--- src/rtl/shift_unit_seq_if.sv ---
`default_nettype none
// ============================================================================
// Module   : shift_unit_seq_if
// Brief    : Request/response bundle between the execute stage and the
//            multi-cycle shift unit (valid/ready on both sides).
// Revision : 1.0
// ============================================================================
interface shift_unit_seq_if #(
  parameter int unsigned XLEN = 32
);
  logic            in_valid;
  logic            in_ready;
  logic [XLEN-1:0] op1;
  logic [XLEN-1:0] op2;
  logic [6:0]      opcode;
  logic [2:0]      func3;
  logic [6:0]      func7;
  logic [11:0]     imm;
  logic            out_valid;
  logic            out_ready;
  logic [XLEN-1:0] result;
  logic            illegal;

  modport master (
    output in_valid, op1, op2, opcode, func3, func7, imm, out_ready,
    input  in_ready, out_valid, result, illegal
  );

  modport slave (
    input  in_valid, op1, op2, opcode, func3, func7, imm, out_ready,
    output in_ready, out_valid, result, illegal
  );
endinterface
`default_nettype wire

--- src/rtl/shift_unit_seq.sv ---
`default_nettype none
// ============================================================================
// Module   : shift_unit_seq
// Brief    : Multi-cycle SLL/SRL/SRA(+I) unit shifting STEP bits per cycle.
//            Define SHIFT_ROTATE_EN to also decode ROL/ROR/RORI.
// Revision : 1.0
// ============================================================================
module shift_unit_seq #(
  parameter int unsigned XLEN = 32,
  parameter int unsigned STEP = 1
) (
  input  logic            clk,
  input  logic            rst,
  input  logic            flush,
  shift_unit_seq_if.slave bus
);
  localparam int unsigned SHAMT_W = $clog2(XLEN);
  localparam int unsigned CNT_W   = SHAMT_W + 1;
  localparam int unsigned IMMH_W  = 12 - SHAMT_W;

  localparam logic [6:0]        c_opc_r     = 7'b0110011;
  localparam logic [6:0]        c_opc_i     = 7'b0010011;
  localparam logic [2:0]        c_f3_left   = 3'b001;
  localparam logic [2:0]        c_f3_right  = 3'b101;
  localparam logic [6:0]        c_f7_base   = 7'b0000000;
  localparam logic [6:0]        c_f7_alt    = 7'b0100000;
  localparam logic [IMMH_W-1:0] c_immh_srai = IMMH_W'(1) << (10 - SHAMT_W);
  localparam logic [CNT_W-1:0]  c_step      = CNT_W'(STEP);
`ifdef SHIFT_ROTATE_EN
  localparam logic [6:0]        c_f7_rot    = 7'b0110000;
  localparam logic [IMMH_W-1:0] c_immh_rori = IMMH_W'(3) << (9 - SHAMT_W);
  localparam logic [CNT_W-1:0]  c_xlen      = CNT_W'(XLEN);
`endif

  typedef enum logic [1:0] {
    ST_IDLE  = 2'd0,
    ST_SHIFT = 2'd1,
    ST_DONE  = 2'd2
  } state_t;

  typedef enum logic [2:0] {
    MODE_SLL = 3'd0,
    MODE_SRL = 3'd1,
    MODE_SRA = 3'd2,
    MODE_ROL = 3'd3,
    MODE_ROR = 3'd4
  } mode_t;

  state_t               state_q;
  mode_t                mode_q;
  logic                 in_ready_q;
  logic                 out_valid_q;
  logic                 illegal_q;
  logic [XLEN-1:0]      result_q;
  logic [XLEN-1:0]      data_q;
  logic [SHAMT_W-1:0]   rem_q;

  mode_t                dec_mode_d;
  logic                 dec_illegal_d;
  logic [SHAMT_W-1:0]   dec_shamt_d;
  logic [IMMH_W-1:0]    imm_hi;
  logic [CNT_W-1:0]     rem_ext;
  logic [CNT_W-1:0]     n_d;
  logic [SHAMT_W-1:0]   rem_d;
  logic [XLEN-1:0]      shift_d;
  logic                 op2_hi_unused;

  // Shift amounts wrap modulo XLEN, so the upper rs2 bits never matter.
  assign op2_hi_unused = ^bus.op2[XLEN-1:SHAMT_W];

  always_comb begin
    dec_mode_d    = MODE_SLL;
    dec_illegal_d = 1'b1;
    dec_shamt_d   = '0;
    imm_hi        = bus.imm[11:SHAMT_W];
    if (bus.opcode == c_opc_r) begin
      dec_shamt_d = bus.op2[SHAMT_W-1:0];
      if (bus.func7 == c_f7_base && bus.func3 == c_f3_left) begin
        dec_mode_d = MODE_SLL; dec_illegal_d = 1'b0;
      end else if (bus.func7 == c_f7_base && bus.func3 == c_f3_right) begin
        dec_mode_d = MODE_SRL; dec_illegal_d = 1'b0;
      end else if (bus.func7 == c_f7_alt && bus.func3 == c_f3_right) begin
        dec_mode_d = MODE_SRA; dec_illegal_d = 1'b0;
`ifdef SHIFT_ROTATE_EN
      end else if (bus.func7 == c_f7_rot && bus.func3 == c_f3_left) begin
        dec_mode_d = MODE_ROL; dec_illegal_d = 1'b0;
      end else if (bus.func7 == c_f7_rot && bus.func3 == c_f3_right) begin
        dec_mode_d = MODE_ROR; dec_illegal_d = 1'b0;
`endif
      end
    end else if (bus.opcode == c_opc_i) begin
      dec_shamt_d = bus.imm[SHAMT_W-1:0];
      if (imm_hi == '0 && bus.func3 == c_f3_left) begin
        dec_mode_d = MODE_SLL; dec_illegal_d = 1'b0;
      end else if (imm_hi == '0 && bus.func3 == c_f3_right) begin
        dec_mode_d = MODE_SRL; dec_illegal_d = 1'b0;
      end else if (imm_hi == c_immh_srai && bus.func3 == c_f3_right) begin
        dec_mode_d = MODE_SRA; dec_illegal_d = 1'b0;
`ifdef SHIFT_ROTATE_EN
      end else if (imm_hi == c_immh_rori && bus.func3 == c_f3_right) begin
        dec_mode_d = MODE_ROR; dec_illegal_d = 1'b0;
`endif
      end
    end
  end

  // One SHIFT step moves min(rem, STEP) positions; rem is nonzero in SHIFT.
  always_comb begin
    rem_ext = {1'b0, rem_q};
    n_d     = (rem_ext < c_step) ? rem_ext : c_step;
    rem_d   = rem_q - n_d[SHAMT_W-1:0];
    case (mode_q)
      MODE_SRL: shift_d = data_q >> n_d;
      MODE_SRA: shift_d = $signed(data_q) >>> n_d;
`ifdef SHIFT_ROTATE_EN
      MODE_ROL: shift_d = (data_q << n_d) | (data_q >> (c_xlen - n_d));
      MODE_ROR: shift_d = (data_q >> n_d) | (data_q << (c_xlen - n_d));
`endif
      default:  shift_d = data_q << n_d;
    endcase
  end

  always_ff @(posedge clk) begin
    if (rst) begin
      state_q     <= ST_IDLE;
      mode_q      <= MODE_SLL;
      in_ready_q  <= 1'b1;
      out_valid_q <= 1'b0;
      illegal_q   <= 1'b0;
      result_q    <= '0;
      data_q      <= '0;
      rem_q       <= '0;
    end else if (flush) begin
      state_q     <= ST_IDLE;
      in_ready_q  <= 1'b1;
      out_valid_q <= 1'b0;
      rem_q       <= '0;
    end else begin
      case (state_q)
        ST_IDLE: begin
          if (bus.in_valid) begin
            data_q     <= bus.op1;
            mode_q     <= dec_mode_d;
            illegal_q  <= dec_illegal_d;
            in_ready_q <= 1'b0;
            if (dec_illegal_d || dec_shamt_d == '0) begin
              state_q     <= ST_DONE;
              out_valid_q <= 1'b1;
              rem_q       <= '0;
              result_q    <= dec_illegal_d ? '0 : bus.op1;
            end else begin
              state_q <= ST_SHIFT;
              rem_q   <= dec_shamt_d;
            end
          end
        end
        ST_SHIFT: begin
          data_q <= shift_d;
          rem_q  <= rem_d;
          if (rem_d == '0) begin
            state_q     <= ST_DONE;
            out_valid_q <= 1'b1;
            result_q    <= shift_d;
          end
        end
        ST_DONE: begin
          if (bus.out_ready) begin
            state_q     <= ST_IDLE;
            out_valid_q <= 1'b0;
            in_ready_q  <= 1'b1;
          end
        end
        default: begin
          state_q     <= ST_IDLE;
          out_valid_q <= 1'b0;
          in_ready_q  <= 1'b1;
        end
      endcase
    end
  end

  assign bus.in_ready  = in_ready_q;
  assign bus.out_valid = out_valid_q;
  assign bus.result    = result_q;
  assign bus.illegal   = illegal_q;

endmodule
`default_nettype wire

--- src/flat_wrapper.sv ---
// flat-port wrapper written by rule: the top's interface ports become plain ports
module shift_unit_seq_flat 
#(
  parameter int unsigned XLEN = 32,
  parameter int unsigned STEP = 1
)
  (clk, rst, flush, bus_in_valid, bus_op1, bus_op2, bus_opcode, bus_func3, bus_func7, bus_imm, bus_out_ready, bus_in_ready, bus_out_valid, bus_result, bus_illegal);
  shift_unit_seq_if #(.XLEN(XLEN)) bus_i ();
  input  logic clk;
  input  logic rst;
  input  logic flush;
  input wire logic [$bits(bus_i.in_valid)-1:0] bus_in_valid;
  input wire logic [$bits(bus_i.op1)-1:0] bus_op1;
  input wire logic [$bits(bus_i.op2)-1:0] bus_op2;
  input wire logic [$bits(bus_i.opcode)-1:0] bus_opcode;
  input wire logic [$bits(bus_i.func3)-1:0] bus_func3;
  input wire logic [$bits(bus_i.func7)-1:0] bus_func7;
  input wire logic [$bits(bus_i.imm)-1:0] bus_imm;
  input wire logic [$bits(bus_i.out_ready)-1:0] bus_out_ready;
  output wire logic [$bits(bus_i.in_ready)-1:0] bus_in_ready;
  output wire logic [$bits(bus_i.out_valid)-1:0] bus_out_valid;
  output wire logic [$bits(bus_i.result)-1:0] bus_result;
  output wire logic [$bits(bus_i.illegal)-1:0] bus_illegal;
  assign bus_i.in_valid = bus_in_valid;
  assign bus_i.op1 = bus_op1;
  assign bus_i.op2 = bus_op2;
  assign bus_i.opcode = bus_opcode;
  assign bus_i.func3 = bus_func3;
  assign bus_i.func7 = bus_func7;
  assign bus_i.imm = bus_imm;
  assign bus_i.out_ready = bus_out_ready;
  assign bus_in_ready = bus_i.in_ready;
  assign bus_out_valid = bus_i.out_valid;
  assign bus_result = bus_i.result;
  assign bus_illegal = bus_i.illegal;
  shift_unit_seq #(.XLEN(XLEN), .STEP(STEP)) u_core (.clk(clk), .rst(rst), .flush(flush), .bus(bus_i));
endmodule
--- config.mk ---
export PLATFORM = sky130hd
export DESIGN_NAME = shift_unit_seq_flat
export DESIGN_NICKNAME = d
export VERILOG_FILES = /design/src/rtl/shift_unit_seq_if.sv /design/src/rtl/shift_unit_seq.sv /design/src/flat_wrapper.sv
export SDC_FILE = /design/constraint.sdc
export NUM_CORES = 1
export LEC_CHECK = 0
export CORE_MARGIN = 10
export CORE_UTILIZATION = 30
export CTS_BUF_LIST = sky130_fd_sc_hd__clkbuf_8
export DETAILED_ROUTE_END_ITERATION = 7
export PLACE_DENSITY = 0.59
export SETUP_SLACK_MARGIN = 0.4
export SKIP_CTS_REPAIR_TIMING = 1
export SLEW_MARGIN = 20
export SYNTH_ARGS = -nofsm -noshare
export SYNTH_HDL_FRONTEND = slang
export SYNTH_SLANG_ARGS = --single-unit
--- constraint.sdc ---
create_clock -name clk -period 3 [get_ports clk]
set_input_delay 0.45 -clock clk [delete_from_list [all_inputs] [get_ports clk]]
set_output_delay 0.45 -clock clk [all_outputs]
set_load 0.005 [all_outputs]
==> impl_metrics.toml <==
[die]
ios = 133
fp-row-count = 45
die_w_um = 144
fp.dieArea_sq_um = 20700
fp.coreArea_sq_um = 15100
floorplan.die.height_um = 144
initial_core_util_pct = 30.5

[synth]
synth.top_cell.area_share_pct = 33.1
ys_warn_count = 0
asyncSetResetFlopFracSynth_pct = 0
synthesis.area_sq_um = 4600
syn-num-nets = 640
count_of_different_cell_masters_after_synthesis = 46
synth_top_cells_by_count = "sky130_fd_sc_hd__dfxtp_1 (76), sky130_fd_sc_hd__a21oi_1 (72), sky130_fd_sc_hd__a211oi_2 (56)"
yosys-top-cells-area = "sky130_fd_sc_hd__dfxtp_1 (33%), sky130_fd_sc_hd__a211oi_2 (15%), sky130_fd_sc_hd__a21oi_1 (7.8%)"
ys_seq_area_share_pct = 33.1
ys_dominant_reg_cell = "sky130_fd_sc_hd__dfxtp_1"
netlist.top_cell.by_area = "sky130_fd_sc_hd__dfxtp_1"
post_synth_inst_count = 539
number_of_enable_flip_flop_cells_after_synthesis = 0
synthesis.area_per_instance_sq_um = 8.53
cell_with_the_most_instances_after_synthesis = "sky130_fd_sc_hd__dfxtp_1"
ff_latch_count_synth = 76

[worst_setup_path]
timing.setup.critical_path_class = "flop to flop"
reg2regPathDepth = 6
worstPathArrival_ps = 2730
regToRegStartpoint = "u_core.rem_q[1]$_SDFFE_PP0P_"
cp_slowest_cell = "sky130_fd_sc_hd__or4_1"
max_stage_delay_ps = 570
worst_path_dominant_cell_family = "simple AND/OR/NAND/NOR gates"
critical_path.reg2reg.endpoint = "u_core.data_q[15]$_SDFFE_PP0P_"
cp-start-kind = "flop"
reg2reg_setup_slack_ps = 560
sequence_of_cells_on_the_critical_path = "or4_1 -> buf_4 -> nand2b_4 -> nor3_1 -> a31oi_1 -> a311oi_1"
setup.worst_path.end_class = "flop"
worst_ep_required_time_ps = 3280
crit_buf_inv = 1
cp_max_fo = 33

[layout]
layout.nets = 719
layout.core_utilization_pct = 40.2
final-seq-area_sq_um = 1520
final_layout_size_suffix_gt1_share_pct = 17.8
layout_stage_area_growth_over_the_synthesis_result_pct = 32.0
n_antenna_cell = 0
n_fill_cell = 1512
multi_input_combinational_cell_area_sq_um = 2840

[sta]
post-route-period-util_pct = 81.4
report.final.setup_viol = 0
relSlewSlack_pct = 47.8
fin_setup_tns_ps = 0
max_slew.worst_pin.slew_ps = 783
layout_min_cycle_time_ps = 2440
clock_skew_ps = 7.71
clock.fmax_mhz = 409
rsz_0062_raised_after_global_routing = "no"
timing.final.hold_violations = 0
finalMaxSlewViolations = 0

[min_path]
timing.hold.worst.start = "u_core.bus.out_valid$_SDFFE_PP0P_"
hold_path_class = "flop to flop"
hold-path-endpoint = "u_core.bus.out_valid$_SDFFE_PP0P_"
min_path_cells = 2

[grt]
grt_start_max_net_pins = 65
grt_use_total_pct = 13.7
overflow = 0
grt_pass1_wl_mm = 23.1
first_global_vias = 4377
grt_antenna_before_repair = 0

[detailed_routing]
remaining_drcs = 0
dr_iter_0_viols = 261
route.antenna.remaining_nets = 0
routed_wire_length_per_instance_um = 17.7
dr_total_vias = 4445
avgViaCountPerCell = 5.49
total_wire_length_mm = 14.4
drt-pass1-iter-count = 4

[cts]
cts.sinks = 76
cts_buffer_depth = 2
cts_clk_pin_slew_worst_paths_ps = 80
clk_latency_ps = 370
cts_made_buffers = 9
clk_tree_root_cell = "sky130_fd_sc_hd__clkbuf_8"
tritoncts = "built"
cts-htree-levels = 3

[placed_design]
port_buffers = 105
post-dp-hpwl_mm = 10.1
finalWeightedCongestion = 0.786

[pwr]
power.ir.vdd_worst_v = 0.000256
power.leakage_uw = 0.00203
power-per-cell-area_nw_per_um2 = 403

[run]
max_cap_viol_count = 0

[status]
outcome = "completed"
==> worst register-to-register path: cells and delay by family, from the launching register on <==
kind | cells | cell delay (ps)
AOI/OAI and AO/OA | 2 | 420
buffers and inverters | 1 | 280
DFF | 1 | 370
and+or+nand+nor | 3 | 1290
==> power by group <==
part | total, uW | switching, uW | internal, uW
Sequential | 1120 | 49.6 | 1070
Combinational | 476 | 229 | 246
Clock | 855 | 398 | 458
==> metal layers <==
metal | global-route usage, % | vias to the layer above | part of all wire (%)
met3 | 4.55 | 8 | 7.6
met5 | 0 | - | 0
met1 | 18.3 | 2084 | 48
li1 | - | 2230 | -
met4 | 3.55 | 0 | 0.80
met2 | 20.4 | 123 | 44
==> registers in the layout, summed over array words and instances (netlist names) <==
signal and flops:
u_core.mode_q 2, u_core.data_q 32, u_core.bus.in_ready 1, u_core.state_q 2, u_core.rem_q 5, u_core.bus.out_valid 1, u_core.bus.result 32, u_core.bus.illegal 1
==> worst max-delay path by stage <==
stage	start	to	slack [ps]	cells after the start
global placement	bus_opcode[5]	u_core.bus.result[15]$_SDFFE_PP0P_	260	7
CTS	u_core.rem_q[1]$_SDFFE_PP0P_	u_core.bus.result[7]$_SDFFE_PP0P_	510	6
floorplan	u_core.rem_q[4]$_SDFFE_PP0P_	u_core.bus.result[10]$_SDFFE_PP0P_	410	11
detailed placement	bus_opcode[5]	u_core.bus.result[15]$_SDFFE_PP0P_	220	7
finish	u_core.rem_q[1]$_SDFFE_PP0P_	u_core.data_q[15]$_SDFFE_PP0P_	560	6
global route	u_core.mode_q[0]$_SDFFE_PP0P_	u_core.bus.result[18]$_SDFFE_PP0P_	420	7
==> stage by stage <==
step / cells / hold WS, ps / area, sq um / power [uW] / worst slack [ps]
floorplan: 539 / 449 / 4600 / 1390 / 406
global placement: 795 / 454 / 5860 / 1610 / 260
detailed placement: 795 / 466 / 5860 / 1620 / 222
CTS: 810 / 477 / 6060 / 2470 / 510
global route: 810 / 497 / 6070 / 2570 / 419
finish: 810 / 469 / 6070 / 2450 / 557
==> cell families (layout without fill, tap and decap cells) <==
kind of cell               count (synthesis)  count (layout)  synth area share, %
AOI/OAI and AO/OA                        230             230                 38.4
DFF                                       76              76                 33.1
adders and majority gates                  3               3                0.816
and+or+nand+nor                          131             131                 14.1
muxes                                     33              33                 7.29
buffers and inverters                     66             149                 6.34
==> layout by cell type, fill, tap and decap left out, types with 3 or more instances in the layout <==
cell	Yosys	final
sky130_fd_sc_hd__a31oi_1	37	37
sky130_fd_sc_hd__nor2b_1	4	4
sky130_fd_sc_hd__nor2_1	48	47
sky130_fd_sc_hd__or4_1	3	3
sky130_fd_sc_hd__mux2_2	4	4
sky130_fd_sc_hd__a211oi_1	34	32
sky130_fd_sc_hd__a21oi_1	72	71
sky130_fd_sc_hd__nand3_1	9	9
sky130_fd_sc_hd__o21ai_0	11	11
sky130_fd_sc_hd__nor3_1	35	34
sky130_fd_sc_hd__clkdlybuf4s50_1	0	104
sky130_fd_sc_hd__a211oi_2	56	58
sky130_fd_sc_hd__or3_1	3	3
sky130_fd_sc_hd__mux2i_1	29	29
sky130_fd_sc_hd__buf_4	2	18
sky130_fd_sc_hd__inv_1	8	9
sky130_fd_sc_hd__nand2_1	13	13
sky130_fd_sc_hd__dfxtp_1	76	76
sky130_fd_sc_hd__buf_12	0	3
sky130_fd_sc_hd__a311oi_1	4	4
sky130_fd_sc_hd__clkbuf_8	0	9
==> layout make-up <==
cell class              instances  share of cell area (%)
clock inverters                 6                    1.34
inverters                       8                   0.494
well taps                     188                    3.87
clock buffers                   9                    2.04
repair buffers                126                    20.4
flip-flops and latches         76                    25.1
multi-input cells             397                    46.8
Power figures use the tool's default switching activity.
